`src/rtl/cavlc_level_bitgen_if.sv`:
```
// cavlc_level_bitgen_if: handshake bundle between level controller, codeword generator and bitstream FIFO
interface cavlc_level_bitgen_if #(parameter int DATA_W = 16);
  logic in_valid, in_ready, out_valid, out_ready, out_bit, done, busy, err;
  logic [DATA_W-1:0] level_code;
  logic [2:0] suffix_len;
  modport master(output in_valid, level_code, suffix_len, out_ready,
                 input in_ready, out_valid, out_bit, done, busy, err);
  modport slave(input in_valid, level_code, suffix_len, out_ready,
                output in_ready, out_valid, out_bit, done, busy, err);
endinterface

```
`src/rtl/cavlc_level_bitgen.sv`:
```
// cavlc_level_bitgen: CAVLC level_prefix/level_suffix serialiser, MSB-first, valid/ready on both sides.
// Define CAVLC_LEVEL_PREFIX16_EN to encode prefix-15 overflows as prefix 16 instead of saturating.
module cavlc_level_bitgen #(
  parameter int DATA_W = 16,
  parameter int SUF_W = 13
) (
  input logic clk,
  input logic rst,
  cavlc_level_bitgen_if.slave bus
);
  typedef enum logic [2:0] {IDLE, CALC, PREFIX, SUFFIX, DONE} state_t;
  state_t state;
  logic [DATA_W-1:0] lc;
  logic [2:0] sl;
  logic [4:0] prefix, cnt, c_prefix;
  logic [3:0] size, c_size;
  logic [SUF_W-1:0] sreg, c_suf;
  logic [31:0] lc32, p, diff;
  logic esc, c_err;
  always_comb begin
    lc32 = 32'(lc);
    p = lc32 >> sl;
    esc = sl == 3'd0 ? lc32 >= 32'd30 : p >= 32'd15;
    diff = sl == 3'd0 ? lc32 - 32'd30 : lc32 - (32'd15 << sl);
    c_prefix = 5'd15;
    c_size = 4'd12;
    c_suf = SUF_W'(diff);
    c_err = 1'b0;
    if (!esc) begin
      c_prefix = sl == 3'd0 ? (lc32 < 32'd14 ? 5'(lc32) : 5'd14) : 5'(p);
      c_size = sl == 3'd0 ? (lc32 < 32'd14 ? 4'd0 : 4'd4) : {1'b0, sl};
      c_suf = sl == 3'd0 ? SUF_W'(lc32 - 32'd14) : SUF_W'(lc32 & ((32'd1 << sl) - 32'd1));
    end else if (diff >= 32'd4096) begin
`ifdef CAVLC_LEVEL_PREFIX16_EN
      c_prefix = 5'd16;
      c_size = 4'd13;
      c_err = diff >= 32'd12288;
      c_suf = c_err ? SUF_W'(13'h1fff) : SUF_W'(diff - 32'd4096);
`else
      c_suf = SUF_W'(12'hfff);
      c_err = 1'b1;
`endif
    end
  end
  // Suffix is left-aligned in sreg so emission is always from the top bit.
  always_ff @(posedge clk or negedge rst)
    if (!rst) begin
      state <= IDLE;
      bus.in_ready <= 1'b1;
      bus.out_valid <= 1'b0;
      bus.out_bit <= 1'b0;
      bus.done <= 1'b0;
      bus.busy <= 1'b0;
      bus.err <= 1'b0;
      lc <= '0;
      sl <= '0;
      prefix <= '0;
      size <= '0;
      sreg <= '0;
      cnt <= '0;
    end else begin
      case (state)
        IDLE: if (bus.in_valid) begin
          lc <= bus.level_code;
          sl <= &bus.suffix_len ? 3'd6 : bus.suffix_len;
          bus.err <= &bus.suffix_len;
          bus.in_ready <= 1'b0;
          bus.busy <= 1'b1;
          state <= CALC;
        end
        CALC: begin
          prefix <= c_prefix;
          size <= c_size;
          sreg <= c_suf << (SUF_W - int'(c_size));
          bus.err <= bus.err | c_err;
          cnt <= '0;
          state <= PREFIX;
        end
        PREFIX: if (!bus.out_valid) begin
          bus.out_valid <= 1'b1;
          bus.out_bit <= prefix == 5'd0;
        end else if (bus.out_ready) begin
          if (cnt != prefix) begin
            cnt <= cnt + 5'd1;
            bus.out_bit <= cnt + 5'd1 == prefix;
          end else if (size != 4'd0) begin
            cnt <= 5'(size) - 5'd1;
            bus.out_bit <= sreg[SUF_W-1];
            sreg <= sreg << 1;
            state <= SUFFIX;
          end else begin
            bus.out_valid <= 1'b0;
            bus.done <= 1'b1;
            state <= DONE;
          end
        end
        SUFFIX: if (bus.out_ready) begin
          if (cnt != 5'd0) begin
            cnt <= cnt - 5'd1;
            bus.out_bit <= sreg[SUF_W-1];
            sreg <= sreg << 1;
          end else begin
            bus.out_valid <= 1'b0;
            bus.done <= 1'b1;
            state <= DONE;
          end
        end
        default: begin
          bus.done <= 1'b0;
          bus.busy <= 1'b0;
          bus.out_bit <= 1'b0;
          bus.in_ready <= 1'b1;
          state <= IDLE;
        end
      endcase
    end
endmodule

```
`src/flat_wrapper.sv`:
```
// flat-port wrapper written by rule: the top's interface ports become plain ports
module cavlc_level_bitgen_flat 
#(
  parameter int DATA_W = 16,
  parameter int SUF_W = 13
)
  (clk, rst, bus_in_valid, bus_level_code, bus_suffix_len, bus_out_ready, bus_in_ready, bus_out_valid, bus_out_bit, bus_done, bus_busy, bus_err);
  cavlc_level_bitgen_if #(.DATA_W(DATA_W)) bus_i ();
  input logic clk;
  input logic rst;
  input wire logic [$bits(bus_i.in_valid)-1:0] bus_in_valid;
  input wire logic [$bits(bus_i.level_code)-1:0] bus_level_code;
  input wire logic [$bits(bus_i.suffix_len)-1:0] bus_suffix_len;
  input wire logic [$bits(bus_i.out_ready)-1:0] bus_out_ready;
  output wire logic [$bits(bus_i.in_ready)-1:0] bus_in_ready;
  output wire logic [$bits(bus_i.out_valid)-1:0] bus_out_valid;
  output wire logic [$bits(bus_i.out_bit)-1:0] bus_out_bit;
  output wire logic [$bits(bus_i.done)-1:0] bus_done;
  output wire logic [$bits(bus_i.busy)-1:0] bus_busy;
  output wire logic [$bits(bus_i.err)-1:0] bus_err;
  assign bus_i.in_valid = bus_in_valid;
  assign bus_i.level_code = bus_level_code;
  assign bus_i.suffix_len = bus_suffix_len;
  assign bus_i.out_ready = bus_out_ready;
  assign bus_in_ready = bus_i.in_ready;
  assign bus_out_valid = bus_i.out_valid;
  assign bus_out_bit = bus_i.out_bit;
  assign bus_done = bus_i.done;
  assign bus_busy = bus_i.busy;
  assign bus_err = bus_i.err;
  cavlc_level_bitgen #(.DATA_W(DATA_W), .SUF_W(SUF_W)) u_core (.clk(clk), .rst(rst), .bus(bus_i));
endmodule
```
`config.mk`:
```
export PLATFORM = sky130hd
export DESIGN_NAME = cavlc_level_bitgen_flat
export DESIGN_NICKNAME = d
export VERILOG_FILES = /design/src/rtl/cavlc_level_bitgen_if.sv /design/src/rtl/cavlc_level_bitgen.sv /design/src/flat_wrapper.sv
export SDC_FILE = /design/constraint.sdc
export NUM_CORES = 1
export LEC_CHECK = 0
export BUFFER_PORTS_ARGS = -buffer_cell sky130_fd_sc_hd__clkbuf_2
export CAP_MARGIN = 0
export CORE_UTILIZATION = 57
export DETAILED_ROUTE_END_ITERATION = 8
export PLACE_DENSITY = 0.75
export SLEW_MARGIN = 5
export SYNTH_ARGS = -nofsm -noshare
export SYNTH_HDL_FRONTEND = slang
export SYNTH_SLANG_ARGS = --single-unit
```
`constraint.sdc`:
```
create_clock -name clk -period 4.05 [get_ports clk]
set_clock_uncertainty 0.05 [all_clocks]
set_input_delay 0.81 -clock clk [delete_from_list [all_inputs] [get_ports clk]]
set_output_delay 0.81 -clock clk [all_outputs]
set_load 0.01 [all_outputs]
```
; ---- Yosys cells after proc, flatten, opt, wreduce, memory -nomap -nowiden
; Index checks and enable logic that the tools add are counted.
[op_classes]
n_eq_ne = 17
reduce_logical = 20
add_sub_neg = 8
order_cmp = 4
n_shift = 4
muxes = 63
bitwise = 4
[ops]
columns = op, count
row1 = 13-bit 2-to-1 mux, 9
row2 = 5-bit 2-to-1 mux, 9
row3 = 13-bit one-hot mux with 3 select lines, 1
row4 = 32-bit by 13-bit >= comparator with 1-bit output (second input constant), 1
row5 = 32-bit by 4-bit >= comparator with 1-bit output (second input constant), 1
row6 = 32-bit 2-to-1 mux, 1
row7 = 13-bit by 32-bit left shift with 13-bit output, 1
row8 = 4-bit by 3-bit left shift with 32-bit output (first input constant), 1
row9 = 16-bit by 3-bit right shift with 32-bit output, 1
row10 = 16-bit by 32-bit subtractor with 32-bit output, 1
row11 = 3-bit 2-to-1 mux, 9
row12 = 1-bit 2-to-1 mux, 24
row13 = 16-bit by 5-bit subtractor with 17-bit output (second input constant), 1
row14 = 16-bit by 5-bit >= comparator with 1-bit output (second input constant), 1
row15 = 16-bit by 4-bit < comparator with 1-bit output (second input constant), 1
row16 = 5-bit one-hot mux with 3 select lines, 1
row17 = 7-bit AND reduction, 2
row18 = 13-bit bitwise AND, 1
row19 = 1-bit by 3-bit left shift with 13-bit output (first input constant), 1
row20 = 13-bit by 1-bit subtractor with 13-bit output (second input constant), 1
row21 = 13-bit by 4-bit subtractor with 13-bit output (second input constant), 1
row22 = 2-bit != test (second input constant), 6
row23 = 3-bit one-hot mux with 4 select lines, 1
row24 = 6-bit AND reduction, 2
row25 = 28 further kinds, 42
[word_totals]
input_bits = 23
ff_bits = 55
elab_cells = 133

; ---- Longest topological paths before layout
; Gate-level depths: netlist of run 1.
[logic_depth]
ltp_word = 8
depth_mapped = 20
mapped_depth_nobuf = 16

; ---- Worst setup path before layout of run 1
; No wires, ideal clock.
[synth_timing]
kind = flip-flop to flip-flop
start = register u_core.sl[1]
end = register u_core.sreg[8]
n_path_buf = 6
slack_ns = -0.328
period_less_slack_ns = 4.378
t_arrival_ns = 4.192
path_stages_with_launch = 21
cell_sequence = dfrtp_1 buf_2 buf_2 clkbuf_1 clkbuf_1 o21ai_0 ha_1 clkbuf_1 nand3_1 nor2_1 and3_1 clkbuf_1 nor4_1 ha_1 nor2b_1 o221a_2 o211ai_1 a2111oi_4 a31oi_1 a2111oi_0 nor3_1
[synth_via]
elab_chain_len = 8
word_cells_on_any_way = 19
cone_classes = 3 x add/sub / 2 x order compare / 4 x shift / 8 x mux / 1 x bitwise / 1 x reduce/logical
[synth_rtl]
columns = element, line
row1 = "start, declared", cavlc_level_bitgen.sv:14  ; logic [2:0] sl;
row2 = "start signal, assigned", cavlc_level_bitgen.sv:65  ; sl <= &bus.suffix_len ? 3'd6 : bus.suffix_len;
row3 = 4-bit by 3-bit left shift with 32-bit output, cavlc_level_bitgen.sv:24  ; diff = sl == 3'd0 ? lc32 - 32'd30 : lc32 - (32'd15 << sl);
row4 = 16-bit by 32-bit subtractor with 32-bit output, cavlc_level_bitgen.sv:24
row5 = 32-bit 2-to-1 mux, cavlc_level_bitgen.sv:24
row6 = 32-bit by 13-bit >= comparator with 1-bit output, cavlc_level_bitgen.sv:33  ; end else if (diff >= 32'd4096) begin
row7 = 13-bit 2-to-1 mux, cavlc_level_bitgen.sv:33
row8 = 13-bit 2-to-1 mux, cavlc_level_bitgen.sv:29  ; if (!esc) begin
row9 = 13-bit by 32-bit left shift with 13-bit output *, cavlc_level_bitgen.sv:74  ; sreg <= c_suf << (SUF_W - int'(c_size));
row10 = 13-bit one-hot mux with 3 select lines *, cavlc_level_bitgen.sv:62  ; case (state)
row11 = "end signal, assigned", cavlc_level_bitgen.sv:74
row12 = "end signal, assigned", cavlc_level_bitgen.sv:89  ; sreg <= sreg << 1;
row13 = "end signal, assigned", cavlc_level_bitgen.sv:101  ; sreg <= sreg << 1;
row14 = "end, declared", cavlc_level_bitgen.sv:17  ; logic [SUF_W-1:0] sreg, c_suf;
; Every way passes the cells marked *; elsewhere a longest branch is shown, timed or not.
; A chain may end at the register's enable or synchronous reset.

; ---- Worst setup path in the final report of run 1
; Ends and elaborated chain as after synthesis.

==> qor.yml, run 1 <==
worst_setup_path:
  cp_top_family: "compound AO/OA/AOI/OAI gates"
  endpoint_kind: "register"
  path_max_fanout: 10
  crit_chain: "buf_4, o21ai_2, nand2_1, ha_4, o21a_1, o21a_1, and3_1, nor4_2, ha_1, nor2b_1, o221a_2, o211ai_1, a2111oi_4, buf_4, a31oi_1, a2111oi_1, nor3_1"
  worstPathArrival_ns: 3.97
  cp_num_buf_inv: 2
  critPathKind: "register to register"
  slowest_stage: "dfrtp_2"
  cp-start-kind: "register"
  required_ns: 4.21
  max_stage_delay_ns: 0.46
yosys:
  synthFlopType: "dfrtp_1"
  synthArstFlopShare_pct: 100
  syn_area_sq_um: 5440
  synth_cell_type_count: 78
  syn_nets: 742
  ys_ff_latch: 55
  yosys.area.top_type: "dfrtp_1"
  synth_common_cells: "nand2_1 (65), nor2_1 (57), o21ai_0 (55)"
  synth-edff-count: 0
  seq_area_frac_synth_pct: 25.3
  ys_top_cells_by_area: "dfrtp_1 (25%), o21ai_0 (5.1%), ha_1 (4.8%)"
  syn_inst: 697
  synth_top_area_share_pct: 24.9
  ys.warnings.count: 0
  synth_most_common_cell: "nand2_1"
  avgSynthCellArea_sq_um: 7.80
route:
  vias: 5621
  drc: 0
  routed_wl_um: 16700
  drt-initial-drc-count: 460
  antenna_left: 0
  route.detailed.wl_per_inst_um: 19.7
  drtPass1Iterations: 5
  viasPerCell: 6.63
placement:
  dpl_worst_slack_ns: 0.222
  io_buffers: 28
  post-dp-hpwl_um: 12500
  routabilityCongestion: 0.975
grt:
  grt_pass1_wl_um: 27100
  grt_max_degree: 38
  overflow: 0
  grt_antenna_before_repair: 0
  grt_pass1_vias: 5264
  track_usage_pct: 34.5
status:
  outcome: "finished, final reports clean"
timing:
  period_share_pct: 94.0
  maxSlewViolCount: 0
  hold_viol_final: 0
  achievable-frequency_ghz: 0.263
  finalCriticalPeriod_ns: 3.81
  finalSetupViolCount: 0
  max_slew_margin_pct: 27.2
  fin_ws_ns: 0.243
  setup-tns-final_ns: 0
  rsz0062_at_grt: "no"
  worst_slew_pin_slew_ns: 1.09
finish:
  multi_input_area_sq_um: 3770
  antennaDiodeCount: 0
  syn_to_final_growth_pct: 9.55
  fin_nets: 763
  drive_above_1_share_pct: 18.4
  n_fill_cell: 805
  register_area_sq_um: 1380
pwr:
  internal_power_mw: 2.79
  power.total_mw: 6.05
  power_leakage_nw: 2.39
  ir_worst_vdd_v: 0.000696
  p_seq_share_pct: 19.2
  switching_share_pct: 53.8
  p_per_area_nw_per_um2: 1020
  switchingPower_mw: 3.26
  combPwrFrac_pct: 75.1
  clock_power_share_pct: 5.7
die:
  die_x_um: 99.7
  rows: 35
  start_util_pct: 58.8
  io_pins: 29
  die_h_um: 99.7
  coreArea_sq_um: 9240
  die_area_sq_um: 9930
clock_tree:
  cts_hold_buffers: 0
  clock_latency_ns: 0.32
  cts_buffer_depth: 2
  clkSinkCount: 55
  clkTransAtPathRegs_ns: 0.11
  cts.htree.levels: 2
  cts_tree: "built"
  cts_buffers: 5
  root_buffer: "clkbuf_8"
run:
  maxCapViolations: 0
min_path:
  hold_path.class: "register to register"
[repair_timing]
action                                  4_1_cts  5_1_grt
buffers inserted                              0        0
endpoints found under the setup margin        0        9
gates resized for setup                       0        8
[worst min-delay path, cell delays in order, from the launching register on]
cell and delay, ns:
dfrtp_1 0.36, nand2_1 0.05, o31ai_1 0.05
[stage by stage]
step,cell area (sq um),hold slack (ns),instances,util [%]
after global routing,5960,0.470,848,64.5
after floorplan,5530,0.398,697,-
after global placement,5840,0.422,840,63.2
after detailed placement,5840,0.417,840,63.2
final,5960,0.436,848,64.5
after CTS,5930,0.440,848,64.2
[flip-flops by register name, indices dropped and copies added (netlist names)]
register,count
u_core.size,4
u_core.cnt,5
u_core.sl,3
u_core.bus.err,1
u_core.bus.out_bit,1
u_core.sreg,13
u_core.lc,16
u_core.state,3
u_core.bus.in_ready,1
u_core.bus.busy,1
u_core.prefix,5
u_core.bus.done,1
u_core.bus.out_valid,1
[final timing paths]
kind / startpoint / end / slack, ns / cells past startpoint
worst max register to register: u_core.sl[1] / u_core.sreg[8] / 0.24 / 17
max in group asynchronous: rst / u_core.sreg[4] / 2.51 / 2
worst min-delay path: u_core.sreg[0] / u_core.sreg[0] / 0.44 / 2
min in group asynchronous: rst / u_core.cnt[4] / 0.57 / 1
worst max-delay path: u_core.sl[1] / u_core.sreg[8] / 0.24 / 17
worst min register to register: u_core.sreg[0] / u_core.sreg[0] / 0.44 / 2
[kinds of logic (layout without fill, tap and decap cells)]
logic type | Yosys count | in the layout | share of synthesized area, %
XOR/XNOR | 26 | 26 | 4.19
adder cells (fa/ha/maj) | 22 | 22 | 5.20
buffers and inverters | 79 | 101 | 6.14
AND/OR/NAND/NOR | 265 | 265 | 25.0
multiplexers | 30 | 30 | 6.19
AO/OA/AOI/OAI | 220 | 220 | 27.9
flip-flops | 55 | 55 | 25.3
[power groups by stage]
stage	Clock (mW)	Combinational, mW	Sequential [mW]
finish	0.346	4.54	1.16
global route	0.372	4.96	1.19
CTS	0.349	4.42	1.14
detailed placement	0	4.40	1.16
global placement	0	4.37	1.15
floorplan	0	3.43	0.971
[cells in the final DEF, fill, tap and decap left out, drive strengths merged, types with 16 or more instances in the layout]
cell / Yosys / layout
nand3: 25 / 25
nor3: 28 / 28
a31oi: 17 / 17
a21oi: 38 / 38
inv: 22 / 22
and3: 16 / 16
nor2: 58 / 58
o21ai: 55 / 55
clkbuf: 40 / 35
buf: 16 / 42
xnor2: 19 / 19
mux2: 19 / 19
o211ai: 18 / 18
nand2: 65 / 65
dfrtp: 54 / 54
ha: 21 / 21
[per-layer routing]
metal	track usage, %	vias to the layer above	part of all wire [%]
met2	56.6	261	46
met1	46.6	2645	44
li1	-	2651	-
met5	0	-	0
met3	2.95	64	6.1
met4	15.0	0	4.3
[cell type report]
cell class	instances	area share (%)
inverter	23	1.45
clock inverter	1	0.147
timing repair buffer	70	7.71
clock buffer	7	1.45
sequential	55	23.2
multi-input combinational	563	63.4
tap	129	2.71
(Power assumes the default switching activity.)
==> inputs of run 2 (changes only) <==
--- a/config.mk
+++ b/config.mk
@@ -7,9 +7,10 @@
 export LEC_CHECK = 0
 export BUFFER_PORTS_ARGS = -buffer_cell sky130_fd_sc_hd__clkbuf_2
 export CAP_MARGIN = 0
-export CORE_UTILIZATION = 57
+export CORE_UTILIZATION = 50
 export DETAILED_ROUTE_END_ITERATION = 8
-export PLACE_DENSITY = 0.75
+export MAX_ROUTING_LAYER = met4
+export PLACE_DENSITY_LB_ADDON = 0.2
 export SLEW_MARGIN = 5
 export SYNTH_ARGS = -nofsm -noshare
 export SYNTH_HDL_FRONTEND = slang
==> run 2 against run 1 <==
Sequential power about the same. Cell count up 1.9%. Count of clock-buffer cells in the layout is the same. Die area is 14% higher. Wire length rose by 0.80%. Sequential share of layout area decreased by 0.24 points. Sequential cell count is the same. First-iteration DRC count grew 3.9%. Critical path type unchanged. Largest cell class unchanged. Largest power group unchanged.
==> qor.yml, run 2 (same netlist as run 1, synthesis figures left out) <==
clock_tree:
  cts_hold_buffers: 0
  clkTransAtPathRegs_ns: 0.10
  cts_buffers: 5
  cts_tree: "built"
  clkSinkCount: 55
  root_buffer: "clkbuf_8"
  cts.htree.levels: 2
  clock_latency_ns: 0.34
  cts_buffer_depth: 2
pwr:
  switchingPower_mw: 3.29
  clock_power_share_pct: 5.5
  switching_share_pct: 53.3
  internal_power_mw: 2.88
  combPwrFrac_pct: 75.9
  ir_worst_vdd_v: 0.000614
  power_leakage_nw: 2.44
  p_seq_share_pct: 18.6
  p_per_area_nw_per_um2: 1020
  power.total_mw: 6.17
route:
  drtPass1Iterations: 5
  vias: 5542
  viasPerCell: 6.41
  drt-initial-drc-count: 478
  drc: 0
  route.detailed.wl_per_inst_um: 19.5
  antenna_left: 0
  routed_wl_um: 16800
grt:
  grt_antenna_before_repair: 0
  grt_pass1_wl_um: 27600
  grt_pass1_vias: 5391
  track_usage_pct: 31.9
  overflow: 0
  grt_max_degree: 30
timing:
  maxSlewViolCount: 0
  worst_slew_pin_slew_ns: 1.10
  rsz0062_at_grt: "no"
  finalSetupViolCount: 0
  achievable-frequency_ghz: 0.259
  max_slew_margin_pct: 26.7
  worst_hold_slack_ns: 0.446
  finalCriticalPeriod_ns: 3.86
  hold_viol_final: 0
  setup-tns-final_ns: 0
  period_share_pct: 95.4
die:
  die_h_um: 106
  io_pins: 29
  die_area_sq_um: 11300
  rows: 37
  die_x_um: 106
  start_util_pct: 52.2
  coreArea_sq_um: 10400
worst_setup_path:
  cp-start-kind: "register"
  crit_start: "u_core.lc[14]"
  path_max_fanout: 7
  path_common_cell: "or3_1"
  r2r_end: "u_core.sreg[6]"
  endpoint_kind: "register"
  r2r-start: "u_core.lc[14]"
  worstPathArrival_ns: 4.05
  max_stage_delay_ns: 0.59
  r2r_slack_ns: 0.19
  r2r_cells: 10
  crit_chain: "or4_4, nor2_2, o211ai_1, a22o_1, a211o_1, ha_1, and3_1, or3_1, or3_1, o221ai_1"
  crit_end: "u_core.sreg[6]"
  critPathKind: "register to register"
  required_ns: 4.24
  slowest_stage: "or4_4"
min_path:
  hold_path.class: "register to register"
finish:
  antennaDiodeCount: 0
  reg_top3: "u_core.lc (16), u_core.sreg (13)"
  most-common-layout-cells: "nand2_1 (65), nor2_1 (56), o21ai_0 (53), dfrtp_1 (51), buf_4 (49)"
  drive_above_1_share_pct: 19.4
  regMostFlops: "u_core.lc"
  largest_reg_flops: 16
  fin_nets: 772
  mostFrequentLayoutCell: "nand2_1"
  syn_to_final_growth_pct: 10.9
placement:
  io_buffers: 28
  routabilityCongestion: 1.01
  post-dp-hpwl_um: 12900
status:
  outcome: "finished, final reports clean"
run:
  maxCapViolations: 0
## run 2: cell count changes in the layout (fill, tap and decap cells not counted), sizes merged
cell / previous run / this run
buf: 42 / 51
## run 2: routing by layer
metal | vias up | share of wire [%] | GRT usage, %
met5 | - | 0 | -
met4 | 0 | 3.1 | 14.1
met3 | 43 | 5.7 | 4.72
met2 | 223 | 46 | 50.0
met1 | 2606 | 45 | 40.9
li1 | 2670 | - | -
## run 2: per-stage QoR
step,utilization [%],instances,setup slack [ns],cell area (sq um)
6_report,57.9,864,0.187,6030
5_1_grt,57.9,864,0.00460,6030
4_1_cts,57.3,859,0.0114,5970
3_5_place_dp,56.4,851,0.0509,5880
3_3_place_gp,56.4,851,0.182,5880
2_1_floorplan,-,697,0.0163,5530
## run 2: how the worst min path moves through the flow
stage | startpoint | endpoint | depth (start not counted)
2_1_floorplan | u_core.sreg[0] | u_core.sreg[0] | 2
3_3_place_gp | u_core.sreg[0] | u_core.sreg[0] | 2
3_5_place_dp | u_core.sreg[0] | u_core.sreg[0] | 2
4_1_cts | u_core.sreg[0] | u_core.sreg[0] | 2
5_1_grt | u_core.sreg[0] | u_core.sreg[0] | 2
6_report | u_core.sreg[0] | u_core.sreg[0] | 2
## run 2: what timing repair did
| item | 4_1_cts | 5_1_grt |
|---|---|---|
| endpoints found under the setup margin | 0 | 12 |
| gates resized for setup | 0 | 9 |
| setup buffers | 0 | 5 |
## run 2: worst max-delay path, delay by kind of cell (launching register included)
family / cells / cell delay (ns)
AO/OA/AOI/OAI: 4 / 1.09
adder cells (fa/ha/maj): 1 / 0.26
flip-flops: 1 / 0.45
AND/OR/NAND/NOR: 5 / 1.92
## run 2: cell type report
type,instances,area (sq um)
Fill cell,973,4390
Multi-Input combinational cell,563,3770
Sequential cell,55,1380
Timing Repair Buffer,79,531
Tap cell,136,170
Clock buffer,7,86.3
Inverter,23,86.3
Clock inverter,1,8.76
## run 2: power groups by stage
stage	Combinational [mW]	Clock, mW	Sequential (mW)
final	4.69	0.337	1.15
after global routing	5.12	0.370	1.19
after CTS	4.51	0.346	1.14
after detailed placement	4.48	0	1.15
after global placement	4.43	0	1.14
after floorplan	3.43	0	0.971
==> inputs of run 3 (changes only) <==
--- a/config.mk
+++ b/config.mk
@@ -5,10 +5,10 @@
 export SDC_FILE = /design/constraint.sdc
 export NUM_CORES = 1
 export LEC_CHECK = 0
-export BUFFER_PORTS_ARGS = -buffer_cell sky130_fd_sc_hd__clkbuf_2
 export CAP_MARGIN = 0
 export CORE_UTILIZATION = 50
 export DETAILED_ROUTE_END_ITERATION = 8
+export DONT_BUFFER_PORTS = 1
 export MAX_ROUTING_LAYER = met4
 export PLACE_DENSITY_LB_ADDON = 0.2
 export SLEW_MARGIN = 5
==> constraint.sdc (replaced) <==
create_clock -name clk -period 4.05 [get_ports clk]
set_clock_uncertainty 0.05 [all_clocks]
set_input_delay 0.2025 -clock clk [delete_from_list [all_inputs] [get_ports clk]]
set_output_delay 0.2025 -clock clk [all_outputs]
set_load 0.01 [all_outputs]
==> run 3 against run 2 <==
Sequential cell count stayed put. Power fell by 0.19%. Wire length grew 0.91%. Die area unchanged. Setup slack improved by 0.041 ns. Sequential share of layout area fell by 0.18 points. Hold slack got worse by 0.44 ns. Critical path depth rose by 7. Cell count fell by 1.7%. Register-to-register slack improved by 0.04 ns. Largest cell class unchanged.
==> qor.yml, run 3 (same netlist as run 1, synthesis figures left out) <==
status:
  outcome: "finished, final reports clean"
pwr:
  switchingPower_mw: 3.32
  ir_worst_vdd_v: 0.000720
  internal_power_mw: 2.84
  switching_share_pct: 53.9
  combPwrFrac_pct: 75.6
  p_per_area_nw_per_um2: 1010
  p_seq_share_pct: 18.8
  power_leakage_nw: 2.38
  clock_power_share_pct: 5.6
placement:
  post-dp-hpwl_um: 12400
  io_buffers: 0
  routabilityCongestion: 0.980
route:
  vias: 5633
  drtPass1Iterations: 5
  route.detailed.wl_per_inst_um: 20.0
  drc: 0
  viasPerCell: 6.63
  routed_wl_um: 17000
  drt-initial-drc-count: 566
  antenna_left: 0
timing:
  hold_viol_final: 0
  finalCriticalPeriod_ns: 3.82
  rsz0062_at_grt: "no"
  worst_slew_pin_slew_ns: 0.737
  period_share_pct: 94.4
  maxSlewViolCount: 0
  setup-tns-final_ns: 0
  max_slew_margin_pct: 49.6
  finalSetupViolCount: 0
  achievable-frequency_ghz: 0.262
clock_tree:
  clkTransAtPathRegs_ns: 0.10
  cts_tree: "built"
  clkSinkCount: 55
  clock_latency_ns: 0.34
  cts.htree.levels: 2
  cts_buffers: 5
  cts_buffer_depth: 2
  root_buffer: "clkbuf_8"
grt:
  grt_pass1_wl_um: 27300
  overflow: 0
  grt_max_degree: 56
  grt_pass1_vias: 5198
  track_usage_pct: 31.8
  grt_antenna_before_repair: 0
worst_setup_path:
  cp-start-kind: "register"
  slowest_stage: "dfrtp_2"
  path_common_cell: "o21a_1"
  max_stage_delay_ns: 0.49
  required_ns: 4.21
  crit_chain: "buf_4, o21ai_2, nand2_1, ha_4, o21a_1, o21a_1, and3_1, nor4_2, ha_1, nor2b_1, o221a_2, o211ai_1, a2111oi_4, buf_6, nand3_2, o21ai_0, o221ai_1"
  worstPathArrival_ns: 3.99
  cp_num_buf_inv: 2
  cp_top_family: "compound AO/OA/AOI/OAI gates"
  endpoint_kind: "register"
  critPathKind: "register to register"
  path_max_fanout: 12
die:
  io_pins: 29
  start_util_pct: 52.2
  die_x_um: 106
  rows: 37
  die_area_sq_um: 11300
  coreArea_sq_um: 10400
  die_h_um: 106
finish:
  antennaDiodeCount: 0
  drive_above_1_share_pct: 14.9
  most-common-layout-cells: "nand2_1 (65), nor2_1 (56), o21ai_0 (54), dfrtp_1 (52), buf_4 (41)"
  largest_reg_flops: 16
  final_util_pct: 58.3
  reg_top3: "u_core.lc (16), u_core.sreg (13)"
  regMostFlops: "u_core.lc"
  mostFrequentLayoutCell: "nand2_1"
  register_area_sq_um: 1380
  multi_input_area_sq_um: 3780
  fin_nets: 757
  syn_to_final_growth_pct: 11.7
  n_fill_cell: 953
min_path:
  hold_path.class: "primary input to register"
run:
  maxCapViolations: 0
==> run 3: cell count changes in the layout (fill, tap and decap cells not counted), sizes merged <==
cell	delta
clkbuf	-28
buf	-8
dlygate4sd3	+21
==> run 3: worst paths after layout <==
kind,start,slack (ns),depth (start not counted),end
hold reg to reg,u_core.sreg[0],0.46,2,u_core.sreg[0]
min in group asynchronous,rst,0.38,2,u_core.sreg[0]
setup / recovery,u_core.sl[2],0.23,17,u_core.sreg[6]
max in group asynchronous,rst,3.30,2,u_core.bus.in_ready
setup reg to reg,u_core.sl[2],0.23,17,u_core.sreg[6]
hold / removal,bus_suffix_len[1],0.009,3,u_core.sl[0]
==> run 3: layout make-up <==
cell class / instances / area share (%)
clock buffer: 7 / 1.42
clock inverter: 1 / 0.144
inverter: 23 / 1.42
multi-input combinational: 563 / 62.3
sequential: 55 / 22.7
tap: 136 / 2.80
timing repair buffer: 64 / 9.17
==> run 3: timing repair <==
action	4_1_cts	5_1_grt
buffers inserted	0	1
setup endpoints to repair	0	12
hold buffers	22	0
gates resized for setup	0	10
hold endpoints to repair	75	0
==> run 3: tightest hold or removal path: cells and delay by family <==
family	cells	cell delay, ns
simple gates	2	0.09
compound gates	1	0.06
==> run 3: power by group through the flow <==
stage / Sequential (mW) / Combinational, mW / Clock [mW]
finish: 1.16 / 4.66 / 0.346
global route: 1.19 / 5.04 / 0.377
CTS: 1.14 / 4.48 / 0.355
detailed placement: 1.15 / 4.42 / 0
global placement: 1.14 / 4.38 / 0
floorplan: 0.971 / 3.43 / 0
==> run 3: stage by stage <==
| step | power [mW] | worst slack, ns | hold WS (ns) | cell area [sq um] | std cells |
|---|---|---|---|---|---|
| finish | 6.16 | 0.227 | 0.00915 | 6070 | 849 |
| global route | 6.61 | 0.0164 | 0.0144 | 6070 | 849 |
| CTS | 5.97 | 0.118 | 0.00612 | 6030 | 848 |
| detailed placement | 5.57 | 0.150 | -0.142 | 5700 | 818 |
| global placement | 5.52 | 0.173 | -0.142 | 5700 | 818 |
| floorplan | 4.40 | 0.0163 | -0.143 | 5530 | 697 |
==> run 3: metal layers <==
| layer | global-route usage, % | vias up | share of wire (%) |
|---|---|---|---|
| met5 | - | - | 0 |
| met4 | 11.9 | 0 | 3.3 |
| met3 | 4.60 | 36 | 7.1 |
| met2 | 47.8 | 262 | 44 |
| met1 | 43.3 | 2703 | 45 |
| li1 | - | 2632 | - |
